[config.mk]
export PLATFORM = sky130hd
export DESIGN_NAME = serie_paralelo_rx_flat
export DESIGN_NICKNAME = d
export VERILOG_FILES = /design/src/rtl/serie_paralelo_rx_if.sv /design/src/rtl/serie_paralelo_rx.sv /design/src/flat_wrapper.sv
export SDC_FILE = /design/constraint.sdc
export NUM_CORES = 1
export LEC_CHECK = 0
export BUFFER_PORTS_ARGS = -buffer_cell sky130_fd_sc_hd__buf_2
export CORE_UTILIZATION = 51
export DETAILED_ROUTE_END_ITERATION = 8
export GPL_TIMING_DRIVEN = 0
export PLACE_DENSITY = 0.74
export SYNTH_ARGS = -nofsm -noshare
export SYNTH_HDL_FRONTEND = slang
export SYNTH_SLANG_ARGS = --single-unit
[constraint.sdc]
create_clock -name clk_8f -period 1.5 [get_ports clk_8f]
set_input_delay 0.15 -clock clk_8f [delete_from_list [all_inputs] [get_ports clk_8f]]
set_output_delay 0.15 -clock clk_8f [all_outputs]
set_load 0.01 [all_outputs]
[src/rtl/serie_paralelo_rx_if.sv]
// Serial receive bundle: bitstream in, aligned bytes and link status out.
// The receiver uses the slave modport; the master modport is the line/consumer side.
interface serie_paralelo_rx_if;
    logic       data_in;
    logic [7:0] data_out;
    logic       valid_out;
    logic       active;
    logic       byte_tick;

    modport master (
        output data_in,
        input  data_out,
        input  valid_out,
        input  active,
        input  byte_tick
    );

    modport slave (
        input  data_in,
        output data_out,
        output valid_out,
        output active,
        output byte_tick
    );
endinterface

[src/rtl/serie_paralelo_rx.sv]
// Serial-to-parallel receiver: comma alignment search, sync qualification, byte output.
// Latency: outputs update on the edge sampling a byte's LSB; no backpressure, one bit per clk_8f.
module serie_paralelo_rx #(
    parameter logic [7:0] COMMA      = 8'hBC,
    parameter int         SYNC_COUNT = 4
) (
    input logic              clk_8f,
    input logic              reset,
    serie_paralelo_rx_if.slave bus
);

    typedef enum logic [1:0] {
        SEARCH = 2'd0,
        SYNC   = 2'd1,
        ACTIVE = 2'd2
    } state_t;

    localparam logic [2:0] SYNC_TARGET = 3'(SYNC_COUNT);

    state_t     state_q, state_d;
    logic [7:0] shreg_q;
    logic [2:0] bit_cnt_q, bit_cnt_d;
    logic [2:0] bc_cnt_q, bc_cnt_d;
    logic [7:0] data_q, data_d;
    logic       valid_q, valid_d;
    logic       active_q;
    logic       tick_q, tick_d;

    logic [7:0] cand;
    logic       boundary;
    logic       is_comma;

    // Candidate includes the bit being sampled so a match is seen on the LSB edge itself.
    assign cand     = {shreg_q[6:0], bus.data_in};
    assign boundary = (bit_cnt_q == 3'd7);
    assign is_comma = (cand == COMMA);

    always_comb begin
        state_d   = state_q;
        bit_cnt_d = bit_cnt_q;
        bc_cnt_d  = bc_cnt_q;
        data_d    = data_q;
        valid_d   = valid_q;
        tick_d    = 1'b0;

        unique case (state_q)
            SEARCH: begin
                if (is_comma) begin
                    bit_cnt_d = 3'd0;
                    bc_cnt_d  = 3'd1;
                    tick_d    = 1'b1;
                    state_d   = (SYNC_COUNT == 1) ? ACTIVE : SYNC;
                end
            end
            SYNC: begin
                bit_cnt_d = bit_cnt_q + 3'd1;
                if (boundary) begin
                    tick_d = 1'b1;
                    if (is_comma) begin
                        bc_cnt_d = bc_cnt_q + 3'd1;
                        if (bc_cnt_q + 3'd1 == SYNC_TARGET) begin
                            state_d = ACTIVE;
                        end
                    end else begin
                        bc_cnt_d = 3'd0;
                        state_d  = SEARCH;
                    end
                end
            end
            ACTIVE: begin
                bit_cnt_d = bit_cnt_q + 3'd1;
                if (boundary) begin
                    tick_d = 1'b1;
                    if (is_comma) begin
                        valid_d = 1'b0;
                    end else begin
                        data_d  = cand;
                        valid_d = 1'b1;
                    end
                end
            end
            default: begin
                state_d = SEARCH;
            end
        endcase
    end

    always_ff @(posedge clk_8f or negedge reset) begin
        if (!reset) begin
            state_q   <= SEARCH;
            shreg_q   <= 8'h00;
            bit_cnt_q <= 3'd0;
            bc_cnt_q  <= 3'd0;
            data_q    <= 8'h00;
            valid_q   <= 1'b0;
            active_q  <= 1'b0;
            tick_q    <= 1'b0;
        end else begin
            state_q   <= state_d;
            shreg_q   <= cand;
            bit_cnt_q <= bit_cnt_d;
            bc_cnt_q  <= bc_cnt_d;
            data_q    <= data_d;
            valid_q   <= valid_d;
            active_q  <= (state_d == ACTIVE);
            tick_q    <= tick_d;
        end
    end

    assign bus.data_out  = data_q;
    assign bus.valid_out = valid_q;
    assign bus.active    = active_q;
    assign bus.byte_tick = tick_q;

endmodule
[src/flat_wrapper.sv]
// flat-port wrapper written by rule: the top's interface ports become plain ports
module serie_paralelo_rx_flat 
#(
    parameter logic [7:0] COMMA      = 8'hBC,
    parameter int         SYNC_COUNT = 4
)
  (clk_8f, reset, bus_data_in, bus_data_out, bus_valid_out, bus_active, bus_byte_tick);
  serie_paralelo_rx_if bus_i ();
  input logic clk_8f;
  input logic reset;
  input wire logic [$bits(bus_i.data_in)-1:0] bus_data_in;
  output wire logic [$bits(bus_i.data_out)-1:0] bus_data_out;
  output wire logic [$bits(bus_i.valid_out)-1:0] bus_valid_out;
  output wire logic [$bits(bus_i.active)-1:0] bus_active;
  output wire logic [$bits(bus_i.byte_tick)-1:0] bus_byte_tick;
  assign bus_i.data_in = bus_data_in;
  assign bus_data_out = bus_i.data_out;
  assign bus_valid_out = bus_i.valid_out;
  assign bus_active = bus_i.active;
  assign bus_byte_tick = bus_i.byte_tick;
  serie_paralelo_rx #(.COMMA(COMMA), .SYNC_COUNT(SYNC_COUNT)) u_core (.clk_8f(clk_8f), .reset(reset), .bus(bus_i));
endmodule
==> impl_metrics.csv, run 1 <==
group,metric,value,unit
pwr,vdd_drop_max,0.8133,mV
global_routing,grtUsageMet1,27.07,%
worst_setup_path,cp-startpoint,"u_core.bit_cnt_q[0]",
global_routing,antenna_found_initial,0,
status,outcome,"complete, but fails checks",
clock_tree,cts_buffers,3,
synthesis,synth_compound_gate_area_share,10.63,%
global_routing,grt_max_degree,27,
worst_setup_path,path_depth,5,
global_routing,grtUsageMet2,29.27,%
synthesis,yosys.area_share.simple,14.93,%
synthesis,syn_area_per_cell,13.36,um2
synthesis,synthMuxAreaShare,11.80,%
synthesis,synth_cell_types,34,
detailed_routing,dr.pass1.iters,4,
worst_setup_path,rr_startpoint,"u_core.bit_cnt_q[0]",
sta,worst_pin_slew,0.5515,ns
worst_setup_path,critical-path-max-stage-delay,0.40,ns
worst_setup_path,startpoint_type,"flop",
final_layout,final_util,67.27,%
final_layout,syn2layout_area_growth,20.49,%
sta,rsz0062_at_grt,"yes",
final_layout,antenna_cells,0,
detailed_routing,drc_errors,0,
global_routing,top_usage_layer,"met2",
global_routing,grt_pass1_vias,800,
clock_tree,cts_max_path_buffers,2,
placement,gp_congestion,0.7704,
synthesis,syn_inst,96,
detailed_routing,wl,2354,um
global_routing,grt_pass1_wl,3788,um
worst_setup_path,path_delay_family,"flip-flops",
floorplan,core_area,2297,um2
detailed_routing,via_per_inst,5.796,
synthesis,yosysWarnings,0,
detailed_routing,wl_per_cell,16.01,um
global_routing,grt_usage,19.67,%
sta,finalHoldViolCount,0,
pwr,p_leak,0.7132,nW
global_routing,grt.overflow.total,0,
worst_hold_path,holdCritStartpoint,"bus_data_in",
worst_setup_path,cp_slowest_cell,"dfrtp_1",
sta,worst_slack,-0.06155,ns
worst_setup_path,path_cells,"ha_2 > ha_4 > nand2_2 > nor2_4 > mux2_4",
worst_setup_path,crit_path_end_kind,"flop",
synthesis,synthAdderAreaFrac,8.780,%
floorplan,ios,14,
worst_setup_path,r2r_slack,-0.06,ns
sta,worst_hold_slack,0.1103,ns
sta,slew_viol_final,0,
run,max_cap_viol_count,0,
worst_setup_path,critPathRequiredTime,1.73,ns
synthesis,synth_top_family_by_area,"simple AND/OR/NAND/NOR gates",
synthesis,syn_area,1282,um2
floorplan,die-area,2719,um2
final_layout,multi_input_area,664.4,um2
floorplan,initial_utilization,55.83,%
worst_setup_path,critPathArrivalTime,1.80,ns
global_routing,met3_usage,3.509,%
clock_tree,cts_tree,"done",
sta,max_slew_margin,63.24,%
floorplan,die_x,52.15,um
clock_tree,cts_sinks,26,
final_layout,drive_gt1_share,42.86,%
worst_setup_path,timing.rr.end,"u_core.bus.data_out[1]",
clock_tree,cts.clk_slew.worst_paths,0.14,ns
worst_setup_path,crit_type,"flop to flop",
sta,fin_skew,0.01645,ns
worst_setup_path,worstPathMaxFanout,7,
synthesis,ys_ff_latch,26,
clock_tree,h-tree-depth,1,
worst_setup_path,critPathBufInv,0,
clock_tree,cts_root_buf,"clkbuf_4",
sta,fin_crit_sh,104.1,%
status,violations,"setup timing",
sta,period_minus_slack,1.562,ns
worst_setup_path,critPathCapture,"u_core.bus.data_out[1]",
placement,hpwl,1537,um
floorplan,num_rows,17,
sta,setup_violations,11,
final_layout,fin_nets,132,
clock_tree,insertion_delay,0.33,ns
detailed_routing,vias,852,
synthesis,synth.yosys.seq_area_share,50.73,%
synthesis,synth-xor-area-share,0.6829,%
placement,port_buffers,13,
worst_setup_path,r2r_cells,5,
floorplan,die_h,52.15,um
detailed_routing,drt_iter0_drc,12,
detailed_routing,antenna_left,0,
sta,max_freq,640.4,MHz
synthesis,synthesis.nets,108,
final_layout,seqCellArea,651.9,um2
final_layout,n_fill_cell,165,
worst_hold_path,min_path_type,"primary input to flop",
pwr,p_per_area,940.2,nW/um2
## report_power, final
group	internal [mW]	total, mW	switching [mW]
clock network	0.271	0.472	0.201
logic	0.0940	0.188	0.0938
registers	0.747	0.793	0.0467
## placed cells by master (no fill, tap or decap), types with 3 or more instances in the layout
cell / n
a21oi_1: 4
buf_2: 13
buf_4: 4
clkbuf_4: 3
dfrtp_1: 25
ha_1: 3
ha_2: 4
inv_1: 6
mux2_4: 8
nand2_1: 5
o21ai_0: 3
## synthesized netlist by cell type, drive strengths merged
master	instances	area, um2
nand4b	1	23.77
nand3	1	5.000
mux2	9	131.4
o31ai	1	7.510
xnor2	1	8.760
o21ai	6	33.78
a2bb2oi	1	15.01
a22o	2	17.52
inv	7	26.28
or3	1	6.260
nand4bb	1	27.53
mux2i	2	20.02
a21o	1	7.510
and2b	1	7.510
and2	1	8.760
dfrtp	26	650.6
ha	9	112.6
nand4	2	12.51
a21oi	5	25.02
and4b	1	10.01
nand2	7	26.28
a211oi	1	12.51
o21a	1	7.510
nor2	2	31.28
a32o	1	10.01
nor2b	1	6.260
nor3	1	5.000
and4bb	1	12.51
buf	1	5.000
and4	1	8.760
## final cells by class
class / count / area share (%)
clock buffers: 3 / 1.457
clock inverters: 1 / 1.943
inverters: 7 / 1.700
multi-input cells: 63 / 43.00
flip-flops and latches: 26 / 42.19
well taps: 28 / 2.267
repair buffers: 19 / 7.449
## worst register-to-register path, cell delays in order (launching register included)
cell and delay [ns]:
dfrtp_1 0.40, ha_2 0.22, ha_4 0.18, nand2_2 0.13, nor2_4 0.23, mux2_4 0.32
## repair_timing
item / 4_1_cts / 5_1_grt
pin swaps: 6 / 4
gates resized for setup: 6 / 10
gates cloned: 1 / 0
endpoints found under the hold margin: 27 / 0
setup endpoints to repair: 12 / 15
hold buffers: 2 / 0
buffers inserted: 2 / 2
## per-layer routing
metal	wire [um]	vias to the layer above
met1	1075	425
met5	0	-
met4	44	0
met3	91	6
li1	-	391
met2	1143	30
## cells by family (layout without fill, tap and decap cells)
| logic type | count (synthesis) | count (layout) |
|---|---|---|
| xor gates and xnor gates | 1 | 1 |
| and+or+nand+nor | 22 | 23 |
| adders and majority gates | 9 | 9 |
| muxes | 11 | 11 |
| DFF | 26 | 26 |
| AOI/OAI and AO/OA | 19 | 19 |
| buffers and inverters | 8 | 30 |
## worst min-delay path by stage
stage | to | slack [ns] | depth (start not counted)
3_3_place_gp | u_core.bus.data_out[6] | 0.16 | 1
2_1_floorplan | u_core.bc_cnt_q[0] | -0.15 | 0
5_1_grt | u_core.bus.data_out[0] | 0.12 | 2
4_1_cts | u_core.bus.data_out[0] | 0.09 | 2
3_5_place_dp | u_core.bus.data_out[6] | 0.17 | 1
6_report | u_core.bus.data_out[0] | 0.11 | 2
## flip-flops by register name (all words and copies together), names as in the netlist
name	cells
u_core.bc_cnt_q	3
u_core.bit_cnt_q	3
u_core.bus.active	1
u_core.bus.byte_tick	1
u_core.bus.data_out	8
u_core.bus.valid_out	1
u_core.shreg_q	7
u_core.state_q	2
## through the flow
stage	power, mW	area [um2]	setup TNS [ns]	setup WS [ns]	std cells
after floorplan	0.9051	1287	0	0.01009	96
after global placement	0.9418	1388	-0.7064	-0.07075	137
after detailed placement	0.9561	1388	-1.231	-0.1259	137
after CTS	1.449	1510	-0.5274	-0.06403	146
after global routing	1.523	1545	-0.6414	-0.1084	147
final	1.453	1545	-0.3380	-0.06155	147
No activity file was read; power rests on OpenSTA's default activity.
==> inputs of run 2 (changes only) <==
SKIP_LAST_GASP = 1   (was not set)
SLEW_MARGIN = 20   (was not set)
TNS_END_PERCENT = 1   (was not set)
==> run 2 against run 1 <==
The flow still finishes with violations (setup timing). Global-route usage is the same. Fmax is essentially flat. Sequential cell count is the same. Combinational power is essentially flat. Critical path depth grew 1. Sequential share of layout area grew 0.44 points. Non-clock buffer count shrank 1. Worst setup slack gained 0.0012 ns. Sequential power is essentially flat. First-iteration DRC count grew 33%. Cell area shrank 1.2%.
==> impl_metrics.csv, run 2 (same netlist as run 1, synthesis figures left out) <==
group,metric,value,unit
status,outcome,"complete, but fails checks",
status,violations,"setup timing",
floorplan,die-area,2719,um2
final_layout,final_cell_mix,"dfrtp_1 (26), buf_2 (13), mux2_4 (8), inv_1 (6)",
pwr,vdd_drop_max,0.8127,mV
sta,setup_violations,10,
worst_setup_path,r2r_cells,6,
floorplan,core_area,2297,um2
placement,port_buffers,13,
floorplan,die_x,52.15,um
clock_tree,h-tree-depth,1,
detailed_routing,vias,831,
floorplan,num_rows,17,
clock_tree,cts_tree,"done",
clock_tree,insertion_delay,0.33,ns
pwr,p_leak,0.7054,nW
sta,max_slew_margin,63.21,%
worst_setup_path,startpoint_type,"flop",
detailed_routing,wl,2302,um
detailed_routing,dr.pass1.iters,4,
detailed_routing,drc_errors,0,
global_routing,grt_usage,19.67,%
run,max_cap_viol_count,0,
detailed_routing,drt_iter0_drc,16,
final_layout,largest_reg_flops,8,
clock_tree,cts.clk_slew.worst_paths,0.12,ns
final_layout,n_fill_cell,166,
worst_setup_path,crit_path_end_kind,"flop",
sta,finalHoldViolCount,0,
final_layout,layout_commonest_cell,"dfrtp_1",
sta,max_freq,640.9,MHz
placement,gp_congestion,0.7704,
global_routing,grt_max_degree,27,
sta,rsz0062_at_grt,"yes",
clock_tree,cts_root_buf,"clkbuf_4",
sta,slew_viol_final,0,
sta,fin_crit_sh,104.0,%
detailed_routing,via_per_inst,5.692,
sta,worst_pin_slew,0.5519,ns
worst_setup_path,critPathArrivalTime,1.82,ns
clock_tree,cts_sinks,26,
worst_hold_path,min_path_type,"primary input to flop",
final_layout,final_util,66.45,%
pwr,p_per_area,949.9,nW/um2
global_routing,grt.overflow.total,0,
global_routing,grt_pass1_wl,3788,um
sta,fin_skew,0.01460,ns
worst_hold_path,hold_depth,2,
final_layout,fin_area,1526,um2
final_layout,antenna_cells,0,
worst_setup_path,crit_type,"flop to flop",
clock_tree,cts_max_path_buffers,2,
worst_setup_path,worstPathMaxFanout,7,
detailed_routing,wl_per_cell,15.77,um
floorplan,ios,14,
final_layout,fin_nets,131,
worst_setup_path,critPathRequiredTime,1.76,ns
global_routing,grt_pass1_vias,798,
final_layout,syn2layout_area_growth,19.02,%
floorplan,die_h,52.15,um
floorplan,initial_utilization,55.83,%
final_layout,drive_gt1_share,38.14,%
clock_tree,cts_buffers,3,
placement,placed_area,1388,um2
sta,period_minus_slack,1.560,ns
detailed_routing,antenna_left,0,
sta,worst_slack,-0.06031,ns
global_routing,antenna_found_initial,0,
placement,hpwl,1537,um
[run 2: timing repair]
| action | 4_1_cts | 5_1_grt |
|---|---|---|
| gates resized for setup | 6 | 4 |
| buffers inserted | 2 | 1 |
| setup endpoints to repair | 12 | 15 |
| hold buffers | 2 | 0 |
| hold endpoints to repair | 27 | 0 |
| cloned | 1 | 0 |
| pin swaps | 5 | 3 |
[run 2: where the power goes]
part / switching [mW] / total [mW] / internal, mW
Clock: 0.201 / 0.472 / 0.271
Combinational: 0.0930 / 0.185 / 0.0924
Sequential: 0.0462 / 0.793 / 0.747
[run 2: worst max-delay path, stage by stage (launching register included)]
cell and delay (ns):
dfrtp_1 0.40, ha_2 0.22, ha_4 0.18, nand2_2 0.07, o21a_1 0.18, a211oi_2 0.30
a2bb2oi_2 0.15
[run 2: stage by stage]
step	total power, mW	hold WS [ns]	cells	setup slack, ns	TNS, ns
CTS	1.449	0.09439	146	-0.06403	-0.5316
finish	1.450	0.1069	146	-0.06031	-0.3285
global route	1.520	0.1151	146	-0.1101	-0.9022
global placement	0.9418	0.1615	137	-0.07075	-0.7064
floorplan	0.9051	-0.1456	96	0.01009	0
detailed placement	0.9561	0.1712	137	-0.1259	-1.231
[run 2: cell type report]
type | count | area (um2) | area share [%]
tap | 28 | 35.03 | 2.295
sequential | 26 | 650.6 | 42.62
inverter | 7 | 26.28 | 1.721
clock buffer | 3 | 22.52 | 1.475
multi-input combinational | 63 | 654.4 | 42.87
clock inverter | 1 | 30.03 | 1.967
timing repair buffer | 18 | 107.6 | 7.049
[run 2: worst paths after layout]
| path | start | to | slack [ns] |
|---|---|---|---|
| max | u_core.bit_cnt_q[0] | u_core.bus.active | -0.06 |
| min | bus_data_in | u_core.bus.data_out[0] | 0.11 |
| max reg2reg | u_core.bit_cnt_q[0] | u_core.bus.active | -0.06 |
| min reg2reg | u_core.shreg_q[5] | u_core.shreg_q[6] | 0.46 |
| max in group asynchronous | reset | u_core.bus.data_out[0] | 0.79 |
| min in group asynchronous | reset | u_core.bus.data_out[6] | 0.32 |
[run 2: layer usage]
layer  wire length [um]  vias up  track usage [%]
li1                   -      390                -
met1               1065      411            27.07
met2               1084       23            29.27
met3                 81        7            3.509
met4                 70        0            10.53
met5                  0        -                0
==> inputs of run 3 (changes only) <==
PLACE_DENSITY = 0.84   (was 0.74)
==> run 3 against run 2 <==
The run still ends with setup timing left. Critical endpoint is now u_core.bc_cnt_q[0]. Fmax is 1.3% higher. Routed wire length is 5.3% higher. Highest routed layer unchanged. First-iteration DRC count up 56%. Cell area grew 0.74%. Sequential cell count did not move. Worst hold slack worse by 0.0058 ns. Non-clock buffer count is 2 higher. Clock skew down 0.0057 ns. Core utilization up 0.49 points. Sequential power is essentially flat. Largest cell class unchanged.
==> impl_metrics.csv, run 3 (same netlist as run 1, synthesis figures left out) <==
group,metric,value,unit
floorplan,die_h,52.15,um
status,violations,"setup timing",
worst_setup_path,rr_startpoint,"u_core.bit_cnt_q[0]",
final_layout,syn2layout_area_growth,19.90,%
detailed_routing,via_per_inst,5.689,
detailed_routing,top_layer_used,"met4",
global_routing,grt_pass1_vias,816,
clock_tree,cts_buffers,3,
placement,hpwl,1533,um
floorplan,die-area,2719,um2
worst_setup_path,path_cells,"ha_2 > ha_4 > buf_4 > and4_1 > or3_1",
sta,fin_setup_tns,-0.06549,ns
clock_tree,cts.clk_slew.worst_paths,0.14,ns
global_routing,grt_usage,20.24,%
worst_setup_path,crit_type,"flop to flop",
floorplan,initial_utilization,55.83,%
clock_tree,cts_max_path_buffers,2,
global_routing,grt_pass1_wl,3857,um
clock_tree,cts_tree,"done",
final_layout,drive_gt1_share,40.00,%
floorplan,die_x,52.15,um
sta,fin_skew,0.008905,ns
final_layout,layout_commonest_cell,"dfrtp_1",
detailed_routing,met2_length,1243,um
sta,fin_crit_sh,102.7,%
placement,post-place-ws,-0.1044,ns
worst_setup_path,worstPathMaxFanout,5,
worst_setup_path,crit_path_end_kind,"flop",
pwr,vdd_drop_max,0.7217,mV
final_layout,largest_reg_flops,8,
final_layout,antenna_cells,0,
worst_hold_path,holdCritStartpoint,"bus_data_in",
sta,setup_violations,2,
worst_setup_path,cp_slowest_cell,"dfrtp_1",
sta,finalHoldViolCount,0,
detailed_routing,drc_errors,0,
placement,port_buffers,13,
final_layout,multi_input_area,654.4,um2
worst_setup_path,critPathArrivalTime,1.76,ns
detailed_routing,drt_iter0_drc,25,
detailed_routing,vias,842,
sta,period_minus_slack,1.541,ns
floorplan,ios,14,
final_layout,fin_nets,133,
sta,slew_viol_final,0,
detailed_routing,wl,2424,um
sta,worst_slack,-0.04069,ns
detailed_routing,wl_met1,1039,um
detailed_routing,antenna_left,0,
sta,worst_pin_slew,0.5679,ns
final_layout,n_fill_cell,168,
pwr,p_leak,0.7256,nW
sta,max_freq,649.1,MHz
worst_setup_path,critPathRequiredTime,1.72,ns
global_routing,grt_max_degree,27,
run,max_cap_viol_count,0,
worst_hold_path,min_path_type,"primary input to flop",
detailed_routing,wl_met3,78,um
pwr,p_per_area,866.4,nW/um2
clock_tree,cts_root_buf,"clkbuf_4",
worst_setup_path,startpoint_type,"flop",
clock_tree,h-tree-depth,1,
floorplan,core_area,2297,um2
final_layout,final_util,66.94,%
floorplan,num_rows,17,
worst_setup_path,critical-path-max-stage-delay,0.41,ns
global_routing,grt.overflow.total,0,
placement,placedCellCount,137,
final_layout,final_cells,148,
final_layout,seqCellArea,650.6,um2
clock_tree,cts_sinks,26,
sta,max_slew_margin,62.14,%
detailed_routing,wl_per_cell,16.38,um
sta,rsz0062_at_grt,"yes",
clock_tree,insertion_delay,0.33,ns
worst_setup_path,cp-startpoint,"u_core.bit_cnt_q[0]",
status,outcome,"complete, but fails checks",
sta,worst_hold_slack,0.1011,ns
final_layout,final_cell_mix,"dfrtp_1 (26), buf_2 (13), mux2_4 (8), inv_1 (6)",
detailed_routing,dr.pass1.iters,4,
global_routing,antenna_found_initial,0,
placement,gp_congestion,0.7797,
-- run 3: cell types whose count changed in the layout (fill, tap and decap cells not counted), sizes merged --
cell	delta
bufinv	-1
clkbuf	+1
buf	+2
-- run 3: worst max-delay path: cells and delay by family (launching register included) --
kind / cells / cell delay, ns
adders and majority gates: 2 / 0.39
buffers and inverters: 1 / 0.14
DFF: 1 / 0.41
and+or+nand+nor: 2 / 0.49
-- run 3: final cells by class --
cell class | instances | share of cell area (%)
inverter | 7 | 1.709
multi-input combinational | 63 | 42.56
timing repair buffer | 20 | 8.788
sequential | 26 | 42.31
clock buffer | 4 | 2.360
tap | 28 | 2.278
-- run 3: layer usage --
layer	global-route usage, %	up-vias
li1	-	397
met4	10.53	0
met3	3.509	6
met2	32.69	25
met1	25.86	414
met5	0	-
-- run 3: final timing paths --
| path | to | slack [ns] | depth (start not counted) |
|---|---|---|---|
| min in group asynchronous | u_core.bus.data_out[5] | 0.33 | 2 |
| max in group asynchronous | u_core.state_q[1] | 0.79 | 2 |
| max | u_core.bc_cnt_q[0] | -0.04 | 5 |
| min reg2reg | u_core.shreg_q[1] | 0.44 | 0 |
| min | u_core.bus.data_out[0] | 0.10 | 2 |
| max reg2reg | u_core.bc_cnt_q[0] | -0.04 | 5 |
-- run 3: metrics by stage --
| stage | power, mW | cell area, um2 |
|---|---|---|
| after floorplan | 0.9051 | 1287 |
| after global placement | 0.9419 | 1388 |
| after detailed placement | 0.9542 | 1388 |
| after CTS | 1.334 | 1511 |
| after global routing | 1.399 | 1538 |
| final | 1.332 | 1538 |
-- run 3: what timing repair did --
action | in CTS | in global routing
hold buffers | 2 | 0
setup endpoints to repair | 12 | 14
pin swaps | 5 | 4
hold endpoints to repair | 27 | 0
gates cloned | 1 | 0
gates resized for setup | 7 | 4
setup buffers | 2 | 3
-- run 3: where the power goes --
part | leakage [nW] | switching, mW | internal, mW
Sequential | 0.333 | 0.0434 | 0.747
Combinational | 0.372 | 0.0937 | 0.0962
Clock | 0.0210 | 0.204 | 0.149
